### src/rtl/ras_ctrl.sv
// Return-address-stack controller: one control-transfer record per cycle in,
// registered next-PC out, with checkpoint export and redirect restore.
module ras_ctrl #(
    parameter int DEPTH = 9,
    parameter int AW    = 32
) (
    input  logic          i_clk,
    input  logic          i_rst_n,
    input  logic          i_valid_1,
    output logic          o_ready_1,
    input  logic [2:0]    i_type_3,
    input  logic [AW-1:0] i_jaddr_32,
    input  logic [AW-1:0] i_retAddr_32,
    input  logic          i_redirect_1,
    input  logic [7:0]    i_restore_8,
    output logic          o_valid_1,
    output logic [AW-1:0] o_nextPc_32,
    output logic [7:0]    o_ckpt_8,
    output logic          o_underflow_1,
    output logic          o_overflow_1,
    output logic [3:0]    o_count_4
);

    typedef enum logic {RUN, RECOVER} state_t;

    localparam logic [3:0] DEPTH_4 = 4'(DEPTH);
    localparam logic [3:0] TOP_MAX = 4'(DEPTH - 1);

    localparam logic [2:0] T_CALL = 3'd4;
    localparam logic [2:0] T_RET  = 3'd5;

    state_t        state;
    logic [3:0]    top;
    logic [3:0]    count;
    logic [AW-1:0] mem [DEPTH];

    logic       acc;
    logic [3:0] top_inc;
    logic [3:0] top_dec;
    logic [3:0] rst_top;
    logic [3:0] rst_count;

    assign o_ready_1 = (state == RUN);
    assign o_count_4 = count;
    assign acc       = i_valid_1 & o_ready_1 & ~i_redirect_1;

    assign top_inc = (top == TOP_MAX) ? 4'd0 : top + 4'd1;
    assign top_dec = (top == 4'd0) ? TOP_MAX : top - 4'd1;

    // Corrupt checkpoints are clamped so the pointers always stay in range.
    assign rst_top   = (i_restore_8[3:0] >= DEPTH_4) ? 4'd0 : i_restore_8[3:0];
    assign rst_count = (i_restore_8[7:4] > DEPTH_4) ? DEPTH_4 : i_restore_8[7:4];

    always_ff @(posedge i_clk or negedge i_rst_n) begin
        if (!i_rst_n) begin
            state         <= RUN;
            top           <= TOP_MAX;
            count         <= 4'd0;
            for (int i = 0; i < DEPTH; i++) mem[i] <= '0;
            o_valid_1     <= 1'b0;
            o_nextPc_32   <= '0;
            o_ckpt_8      <= 8'd0;
            o_underflow_1 <= 1'b0;
            o_overflow_1  <= 1'b0;
        end else begin
            o_valid_1     <= 1'b0;
            o_underflow_1 <= 1'b0;
            o_overflow_1  <= 1'b0;
            if (i_redirect_1) begin
                top   <= rst_top;
                count <= rst_count;
                state <= RECOVER;
            end else begin
                state <= RUN;
                if (acc) begin
                    o_valid_1 <= 1'b1;
                    o_ckpt_8  <= {count, top};
                    case (i_type_3)
                        T_CALL: begin
                            top          <= top_inc;
                            mem[top_inc] <= i_retAddr_32;
                            o_nextPc_32  <= i_jaddr_32;
                            if (count == DEPTH_4) o_overflow_1 <= 1'b1;
                            else                  count <= count + 4'd1;
                        end
                        T_RET: begin
                            if (count != 4'd0) begin
                                o_nextPc_32 <= mem[top];
                                top         <= top_dec;
                                count       <= count - 4'd1;
                            end else begin
                                o_nextPc_32   <= i_jaddr_32;
                                o_underflow_1 <= 1'b1;
                            end
                        end
                        default: o_nextPc_32 <= i_jaddr_32;
                    endcase
                end
            end
        end
    end

endmodule

### config.mk
export PLATFORM = sky130hd
export DESIGN_NAME = ras_ctrl
export DESIGN_NICKNAME = d
export VERILOG_FILES = /design/src/rtl/ras_ctrl.sv
export SDC_FILE = /design/constraint.sdc
export NUM_CORES = 1
export LEC_CHECK = 0
export CAP_MARGIN = 5
export CORE_ASPECT_RATIO = 0.5
export CORE_MARGIN = 2
export CORE_UTILIZATION = 30
export DETAILED_ROUTE_END_ITERATION = 8
export PLACE_DENSITY_LB_ADDON = 0.08
export SLEW_MARGIN = 20
export SYNTH_ARGS = -nofsm -noshare
export SYNTH_HDL_FRONTEND = slang
export SYNTH_SLANG_ARGS = --single-unit
### constraint.sdc
create_clock -name i_clk -period 5 [get_ports i_clk]
set_input_delay 0.75 -clock i_clk [delete_from_list [all_inputs] [get_ports i_clk]]
set_output_delay 0.75 -clock i_clk [all_outputs]
set_load 0.05 [all_outputs]
==> flow_summary.yaml, run 1 <==
placement:
  dpl-instance-area_mm2: 0.01768
  io_buffers: 126
  dp_slack_ns: 1.366
  hpwl_um: 25020
  gp_congestion: 0.7779
  dp.cells: 1875
synth:
  syn_area_per_cell_um2: 14.18
  synth-edff-count: 0
  synth_cell_types: 53
  ys.flop_type: "dfrtp_1"
  ys_seq_elements: 340
  yosys_warnings: 0
  syn-num-nets: 1185
  synthArstFlopShare_pct: 100.0
  syn_area_mm2: 0.01560
  synthCells: 1100
  ys_seq_area_share_pct: 54.54
pwr:
  p_total_mw: 7.260
  seqPwrFrac_pct: 44.5
  pwr-share-clk_pct: 35.9
  peakVddDrop_v: 0.0001735
  switching_share_pct: 29.13
  switching_power_mw: 2.115
  cellPowerDensity_mw_per_mm2: 386.3
  leakage_nw: 8.602
  combPwrFrac_pct: 19.6
  power.internal_mw: 5.145
cells_and_area:
  layout_commonest_cell: "dfrtp_1"
  layoutNonFillerInstCount: 1939
  postLayoutCoreUtil_pct: 36.37
  final_cell_mix: "dfrtp_1 (337), mux2_2 (318), clkdlybuf4s50_1 (125), mux4_2 (64), nand2_1 (55)"
  drive_gt1_share_pct: 38.61
  antenna_cells: 0
  areaGrowthSynthToFinish_pct: 20.46
  final_nets: 1298
  fin_area_mm2: 0.01879
setup_path:
  required_ns: 5.41
  crit_arrival_ns: 3.73
  cp_max_fo: 29
  crit_type: "flip-flop to flip-flop"
  cp-end-kind: "flip-flop"
  start_kind: "flip-flop"
outcome:
  status: "complete, no violations"
sta:
  tns_ns: 0
  slew_headroom_pct: 32.05
  rsz0062_at_grt: "false"
  fin_ws_ns: 1.679
  hold_viol_final: 0
  hold_slack_ns: 0.2928
  period_needed_ns: 3.321
  fin_crit_sh_pct: 66.42
  finalSetupViolCount: 0
  skew_ns: 0.01136
  final_max_slew_viol_count: 0
  clock.fmax_ghz: 0.3011
  worstMarginPinSlew_ns: 1.018
clock_tree:
  clk_pin_slew_ns: 0.06
  root_buffer: "clkbuf_16"
  h-tree-depth: 2
  cts_hold_buf: 0
  cts_buffers: 37
  cts_resized: 0
  cts_tree: "done"
  clk_latency_ns: 0.53
  clockBufferDepth: 3
  clkSinkCount: 340
  cts_setup_buffers: 0
die:
  fp.dieW_um: 326.5
  ios: 127
  core_mm2: 0.05167
  die_y_um: 165.3
  die_area_mm2: 0.05396
  fp-row-count: 59
  initial_utilization_pct: 30.19
global_route:
  antenna_found_initial: 0
  overflow: 0
  track_usage_pct: 15.81
  grt_max_degree: 104
  grt_pass1_vias: 10466
  grt_pass1_wl_um: 64990
route:
  drcViolationCount: 0
  dr.pass1.iters: 4
  avgRoutedWirePerCell_um: 21.61
  drt_iter0_markers: 580
  detail-route-antenna-nets: 0
  via_per_inst: 4.937
  num_vias: 9572
  routed_wl_um: 41890
hold_path:
  hold_class: "input pin to async pin"
job:
  drv_cap: 0
==> registers in the layout, summed over array words and instances (netlist names) <==
name and flops:
state 1, o_count_4 4, o_valid_1 1, top 4, o_overflow_1 1, o_nextPc_32 32, o_underflow_1 1, mem 288
o_ckpt_8 8
==> per-layer routing <==
| metal | GRT usage, % | part of all wire (%) | vias to the layer above |
|---|---|---|---|
| met5 | 0 | 0 | - |
| met4 | 3.524 | 1.7 | 0 |
| met3 | 2.449 | 3.3 | 56 |
| met2 | 26.03 | 46 | 130 |
| met1 | 22.11 | 48 | 5083 |
| li1 | - | - | 4303 |
==> final timing paths <==
check / cells after the start / end / slack (ns) / start
min in group i_clk: 2 / o_ckpt_8[1] / 0.48 / o_ckpt_8[1]
worst min register to register: 2 / o_ckpt_8[1] / 0.48 / o_ckpt_8[1]
worst min-delay path: 1 / mem[168] / 0.29 / i_rst_n
max in group asynchronous: 2 / mem[29] / 3.61 / i_rst_n
worst max-delay path: 7 / mem[187] / 1.68 / top[0]
worst max register to register: 7 / mem[187] / 1.68 / top[0]
==> power groups by stage <==
stage | registers [mW] | logic (mW) | clock network, mW
floorplan | 3.45 | 0.723 | 0
global placement | 3.27 | 1.43 | 0
detailed placement | 3.28 | 1.45 | 0
CTS | 3.23 | 1.45 | 2.70
global route | 3.27 | 1.54 | 2.83
finish | 3.23 | 1.43 | 2.61
==> logic make-up after synthesis <==
family	synth area share, %
AOI/OAI and AO/OA	4.435
and+or+nand+nor	5.317
buffers and inverters	2.510
muxes	32.61
xor gates and xnor gates	0.1123
DFF	54.54
adders and majority gates	0.4811
==> critical path: stages (launching register included) <==
cell	delay [ns]
dfrtp_4	0.70
inv_1	0.35
ha_1	0.37
nor2b_1	0.33
nand3b_1	0.23
nand4_1	0.48
buf_12	0.39
mux2_2	0.31
==> synth_stat cells (all sizes together) (6+ instances only) <==
| cell type | instances | area [um^2] |
|---|---|---|
| a211oi | 36 | 270.3 |
| a21oi | 36 | 180.2 |
| buf | 55 | 266.5 |
| clkbuf | 24 | 91.33 |
| dfrtp | 339 | 8483 |
| ha | 6 | 75.07 |
| inv | 9 | 33.78 |
| mux2 | 322 | 3626 |
| mux4 | 64 | 1441 |
| nand2 | 55 | 206.5 |
| nand3 | 8 | 40.04 |
| nand4 | 6 | 37.54 |
| nor2 | 41 | 153.9 |
| nor3 | 35 | 175.2 |
| o21ai | 12 | 60.06 |
==> area by class of cell <==
cell class,count,area [um^2]
Clock buffer,55,1054
Fill cell,4970,32880
Multi-Input combinational cell,672,6733
Inverter,9,33.78
Timing Repair Buffer,153,1519
Sequential cell,340,8514
Tap cell,701,877.1
Clock inverter,9,63.81
Power figures use the tool's default switching activity.
==> run 2: changes to the inputs <==
- clock period: 5 -> 3 ns (I/O delays scaled with it)
==> run 2 against run 1 <==
Net effect: design area grew 1.7%; count of clock-buffer cells in the layout grew 4; maximum frequency grew 22%; final cell count grew 1.1%; flip-flop and latch count is the same; critical path depth shrank 1; clock power grew 69%; sequential power grew 66%.
==> flow_summary.yaml, run 2 (synthesized netlist as in run 1, its figures left out) <==
setup_path:
  cp_max_fo: 38
  worstRegToRegCells: 6
  setup.worst_path.start: "top[0]"
  reg2reg_slack_ns: 0.29
  r2r-start: "top[0]"
  required_ns: 3.42
  crit_type: "flip-flop to flip-flop"
  cp-end-kind: "flip-flop"
  crit_arrival_ns: 3.13
  timing.rr.end: "mem[62]"
  start_kind: "flip-flop"
placement:
  io_buffers: 126
  gp_congestion: 0.7342
  hpwl_um: 26120
  dp.cells: 1896
cells_and_area:
  reg.largest.list: "mem (288), o_nextPc_32 (32), o_ckpt_8 (8)"
  areaGrowthSynthToFinish_pct: 22.49
  final_nets: 1319
  layoutNonFillerInstCount: 1960
  regArea_mm2: 0.008514
  antenna_cells: 0
  final_cell_mix: "dfrtp_1 (337), mux2_2 (318), clkdlybuf4s50_1 (125), mux4_2 (64), nand2_1 (55)"
  multiInputGateArea_mm2: 0.006733
  top_register: "mem"
  largest_register_ffs: 288
  layout_commonest_cell: "dfrtp_1"
  n_fill_cell: 4926
  drive_gt1_share_pct: 39.56
job:
  drv_cap: 0
sta:
  fin_crit_sh_pct: 90.45
  clock.fmax_ghz: 0.3685
  final_max_slew_viol_count: 0
  period_needed_ns: 2.714
  finalSetupViolCount: 0
  rsz0062_at_grt: "false"
  tns_ns: 0
  hold_viol_final: 0
  slew_headroom_pct: 50.58
  worstMarginPinSlew_ns: 0.7413
  skew_ns: 0.007605
clock_tree:
  h-tree-depth: 2
  clk_latency_ns: 0.53
  cts_hold_buf: 1
  cts_setup_buffers: 0
  clockBufferDepth: 3
  cts_tree: "done"
  cts_resized: 0
  cts_buffers: 36
  root_buffer: "clkbuf_16"
  clk_pin_slew_ns: 0.06
  clkSinkCount: 340
global_route:
  grt_max_degree: 61
  antenna_found_initial: 0
  overflow: 0
  grt_pass1_wl_um: 64850
  track_usage_pct: 15.78
  grt_pass1_vias: 10359
route:
  routed_wl_um: 41990
  num_vias: 9727
  avgRoutedWirePerCell_um: 21.42
  via_per_inst: 4.963
  detail-route-antenna-nets: 0
  dr.pass1.iters: 4
  drcViolationCount: 0
  drt_iter0_markers: 414
outcome:
  status: "complete, no violations"
die:
  die_area_mm2: 0.05396
  initial_utilization_pct: 30.19
  core_mm2: 0.05167
  ios: 127
  fp-row-count: 59
  die_y_um: 165.3
  fp.dieW_um: 326.5
pwr:
  leakage_nw: 8.754
  cellPowerDensity_mw_per_mm2: 640.0
  p_total_mw: 12.23
  peakVddDrop_v: 0.0003676
hold_path:
  hold_class: "input pin to async pin"
## run 2: final cells by class
type | instances | share of cell area [%]
inverter | 9 | 0.1768
timing repair buffer | 175 | 9.415
tap | 701 | 4.590
sequential | 340 | 44.55
multi-input combinational | 672 | 35.23
clock buffer | 59 | 5.860
clock inverter | 4 | 0.1768
## run 2: layer usage
| layer | track usage, % | share of wire [%] |
|---|---|---|
| met3 | 2.461 | 3.0 |
| met4 | 3.211 | 1.6 |
| met2 | 25.20 | 46 |
| met1 | 22.77 | 49 |
| met5 | 0 | 0 |
## run 2: worst max-delay path by stage
stage | endpoint | slack, ns
global route | mem[62] | 0.07
CTS | mem[40] | 0.25
detailed placement | mem[6] | 0.27
global placement | mem[36] | 0.27
floorplan | mem[6] | 0.31
finish | mem[62] | 0.29
## run 2: worst max-delay path, cell delays in order, from the launching register on
cell and delay, ns:
dfrtp_4 0.53, buf_12 0.34, nand2_1 0.18, o31ai_1 0.53
and4_2 0.38, buf_12 0.23, mux2_2 0.36
## run 2: where the power goes
group	internal [mW]	total (mW)	switching, mW
Clock	2.55	4.42	1.87
Combinational	1.11	2.46	1.35
Sequential	5.07	5.35	0.278
Total	8.73	12.2	3.50
## run 2: stage by stage
step	hold slack [ns]	utilization [%]	area, um^2	setup WS [ns]
6_report	0.4272	36.98	19110	0.2864
2_1_floorplan	0.1544	-	15600	0.3077
3_5_place_dp	0.4289	34.73	17950	0.2716
5_1_grt	0.4667	36.98	19110	0.07418
3_3_place_gp	0.4228	34.73	17950	0.2675
4_1_cts	0.4484	36.98	19110	0.2549
==> run 3: changes to the inputs <==
- clock period: 3 -> 2.4 ns (I/O delays scaled with it)
==> run 3 against run 2 <==
Net effect: maximum frequency increased by 17%; global-route usage increased by 0.33 points; clock skew increased by 0.0064 ns; hold slack got worse by 0.13 ns; sequential power increased by 24%; die area unchanged; core utilization increased by 0.53 points; register-to-register slack got worse by 0.21 ns; final cell count increased by 0.82%; flip-flop and latch count unchanged; critical path type unchanged; critical endpoint is now mem[133].
==> flow_summary.yaml, run 3 (synthesized netlist as in run 1, its figures left out) <==
setup_path:
  cp-end-kind: "flip-flop"
  required_ns: 2.81
  crit_arrival_ns: 2.73
  reg2reg_slack_ns: 0.08
  start_kind: "flip-flop"
  crit_buf_inv: 3
  crit_type: "flip-flop to flip-flop"
  path_cells: "inv_1 -> ha_2 -> nand3b_1 -> a2111oi_4 -> buf_4 -> nand3_2 -> buf_12 -> mux2_2"
  cp_max_fo: 19
  worst_path_largest_cell_delay_ns: 0.50
  path_delay_family: "buffers and inverters"
  cp_slowest_cell: "dfrtp_4"
cells_and_area:
  final_nets: 1334
  final_cell_mix: "dfrtp_1 (337), mux2_2 (318), clkdlybuf4s50_1 (125), mux4_2 (64), nand2_1 (55)"
  areaGrowthSynthToFinish_pct: 24.23
  layoutNonFillerInstCount: 1976
  top_register: "mem"
  n_fill_cell: 4935
  drive_gt1_share_pct: 40.63
  layout_commonest_cell: "dfrtp_1"
  reg.largest.list: "mem (288), o_nextPc_32 (32), o_ckpt_8 (8)"
  largest_register_ffs: 288
  antenna_cells: 0
global_route:
  grtUsageMet1_pct: 23.04
  track_usage_pct: 16.11
  grt_pass1_vias: 10615
  grt_max_degree: 92
  grt_pass1_wl_um: 66270
  antenna_found_initial: 0
  gr-max-usage-layer: "met2"
  grt_use_met2_pct: 25.95
  met3_usage_pct: 2.556
  overflow: 0
placement:
  hpwl_um: 26410
  dp.cells: 1911
  io_buffers: 126
  gp_congestion: 0.7615
  dp_slack_ns: -0.08814
pwr:
  peakVddDrop_v: 0.0004451
  leakage_nw: 8.894
  pwr-share-clk_pct: 37.2
  p_total_mw: 15.66
  combPwrFrac_pct: 20.4
  switching_share_pct: 28.49
  power.internal_mw: 11.20
  cellPowerDensity_mw_per_mm2: 807.8
  switching_power_mw: 4.462
  seqPwrFrac_pct: 42.4
route:
  drcViolationCount: 0
  num_vias: 9831
  detail-route-antenna-nets: 0
  dr.pass1.iters: 4
  drt_iter0_markers: 628
  via_per_inst: 4.975
  avgRoutedWirePerCell_um: 21.63
  routed_wl_um: 42740
sta:
  clock.fmax_ghz: 0.4305
  final_max_slew_viol_count: 0
  slew_headroom_pct: 50.58
  fin_crit_sh_pct: 96.78
  period_needed_ns: 2.323
  skew_ns: 0.01399
  tns_ns: 0
  hold_slack_ns: 0.2934
  fin_ws_ns: 0.07720
  rsz0062_at_grt: "false"
  worstMarginPinSlew_ns: 0.7413
  finalSetupViolCount: 0
  hold_viol_final: 0
die:
  die_area_mm2: 0.05396
  initial_utilization_pct: 30.19
  fp-row-count: 59
  core_mm2: 0.05167
  die_y_um: 165.3
  fp.dieW_um: 326.5
  ios: 127
clock_tree:
  cts_tree: "done"
  cts_buffers: 36
  clk_pin_slew_ns: 0.06
  root_buffer: "clkbuf_16"
  clkSinkCount: 340
  clockBufferDepth: 3
  h-tree-depth: 2
  clk_latency_ns: 0.54
  cts_setup_buffers: 0
outcome:
  status: "complete, no violations"
hold_path:
  hold_class: "input pin to async pin"
job:
  drv_cap: 0
[run 3: cell count changes in the layout (fill, tap and decap cells not counted), sizes merged]
cell,previous run,this run
clkbuf,59,54
clkinv,3,6
bufinv,0,3
buf,49,64
[run 3: worst register-to-register path, stage by stage (launching register included)]
cell,delay (ns)
dfrtp_4,0.50
inv_1,0.09
ha_2,0.17
nand3b_1,0.18
a2111oi_4,0.38
buf_4,0.20
nand3_2,0.15
buf_12,0.22
mux2_2,0.30
[run 3: cell type report]
| cell class | instances | area [um^2] | area share [%] |
|---|---|---|---|
| clock inverter | 10 | 142.6 | 0.7359 |
| sequential | 340 | 8514 | 43.93 |
| timing repair buffer | 190 | 2003 | 10.34 |
| multi-input combinational | 672 | 6740 | 34.78 |
| inverter | 9 | 33.78 | 0.1743 |
| tap | 701 | 877.1 | 4.525 |
| clock buffer | 54 | 1071 | 5.526 |
[run 3: final timing paths]
kind | startpoint | to | cells after the start
worst max-delay path | top[0] | mem[133] | 8
worst min-delay path | i_rst_n | mem[102] | 2
worst max register to register | top[0] | mem[133] | 8
worst min register to register | o_ckpt_8[1] | o_ckpt_8[1] | 2
max in group asynchronous | i_rst_n | top[0] | 3
min in group i_clk | i_restore_8[6] | o_count_4[2] | 3
[run 3: power groups by stage]
stage / sequential, mW / clock, mW / combinational (mW)
after CTS: 6.65 / 6.03 / 3.26
final: 6.64 / 5.82 / 3.20
after global routing: 6.72 / 6.29 / 3.45
after global placement: 6.71 / 0 / 3.21
after detailed placement: 6.75 / 0 / 3.25
after floorplan: 7.19 / 0 / 1.51
[run 3: repair_timing]
action	in CTS	in global routing
hold buffers	1	0
setup endpoints to repair	0	74
resized for setup	0	2
endpoints found under the hold margin	30	0
[run 3: metal layers]
metal	share of wire [%]	vias up
met2	46	132
met1	49	5267
li1	-	4389
met5	0	-
met4	1.5	0
met3	3.5	43
[run 3: through the flow]
stage	cell area, um^2	util (%)
finish	19380	37.51
detailed placement	18150	35.12
global placement	18150	35.12
global route	19380	37.51
floorplan	15610	-
CTS	19370	37.49
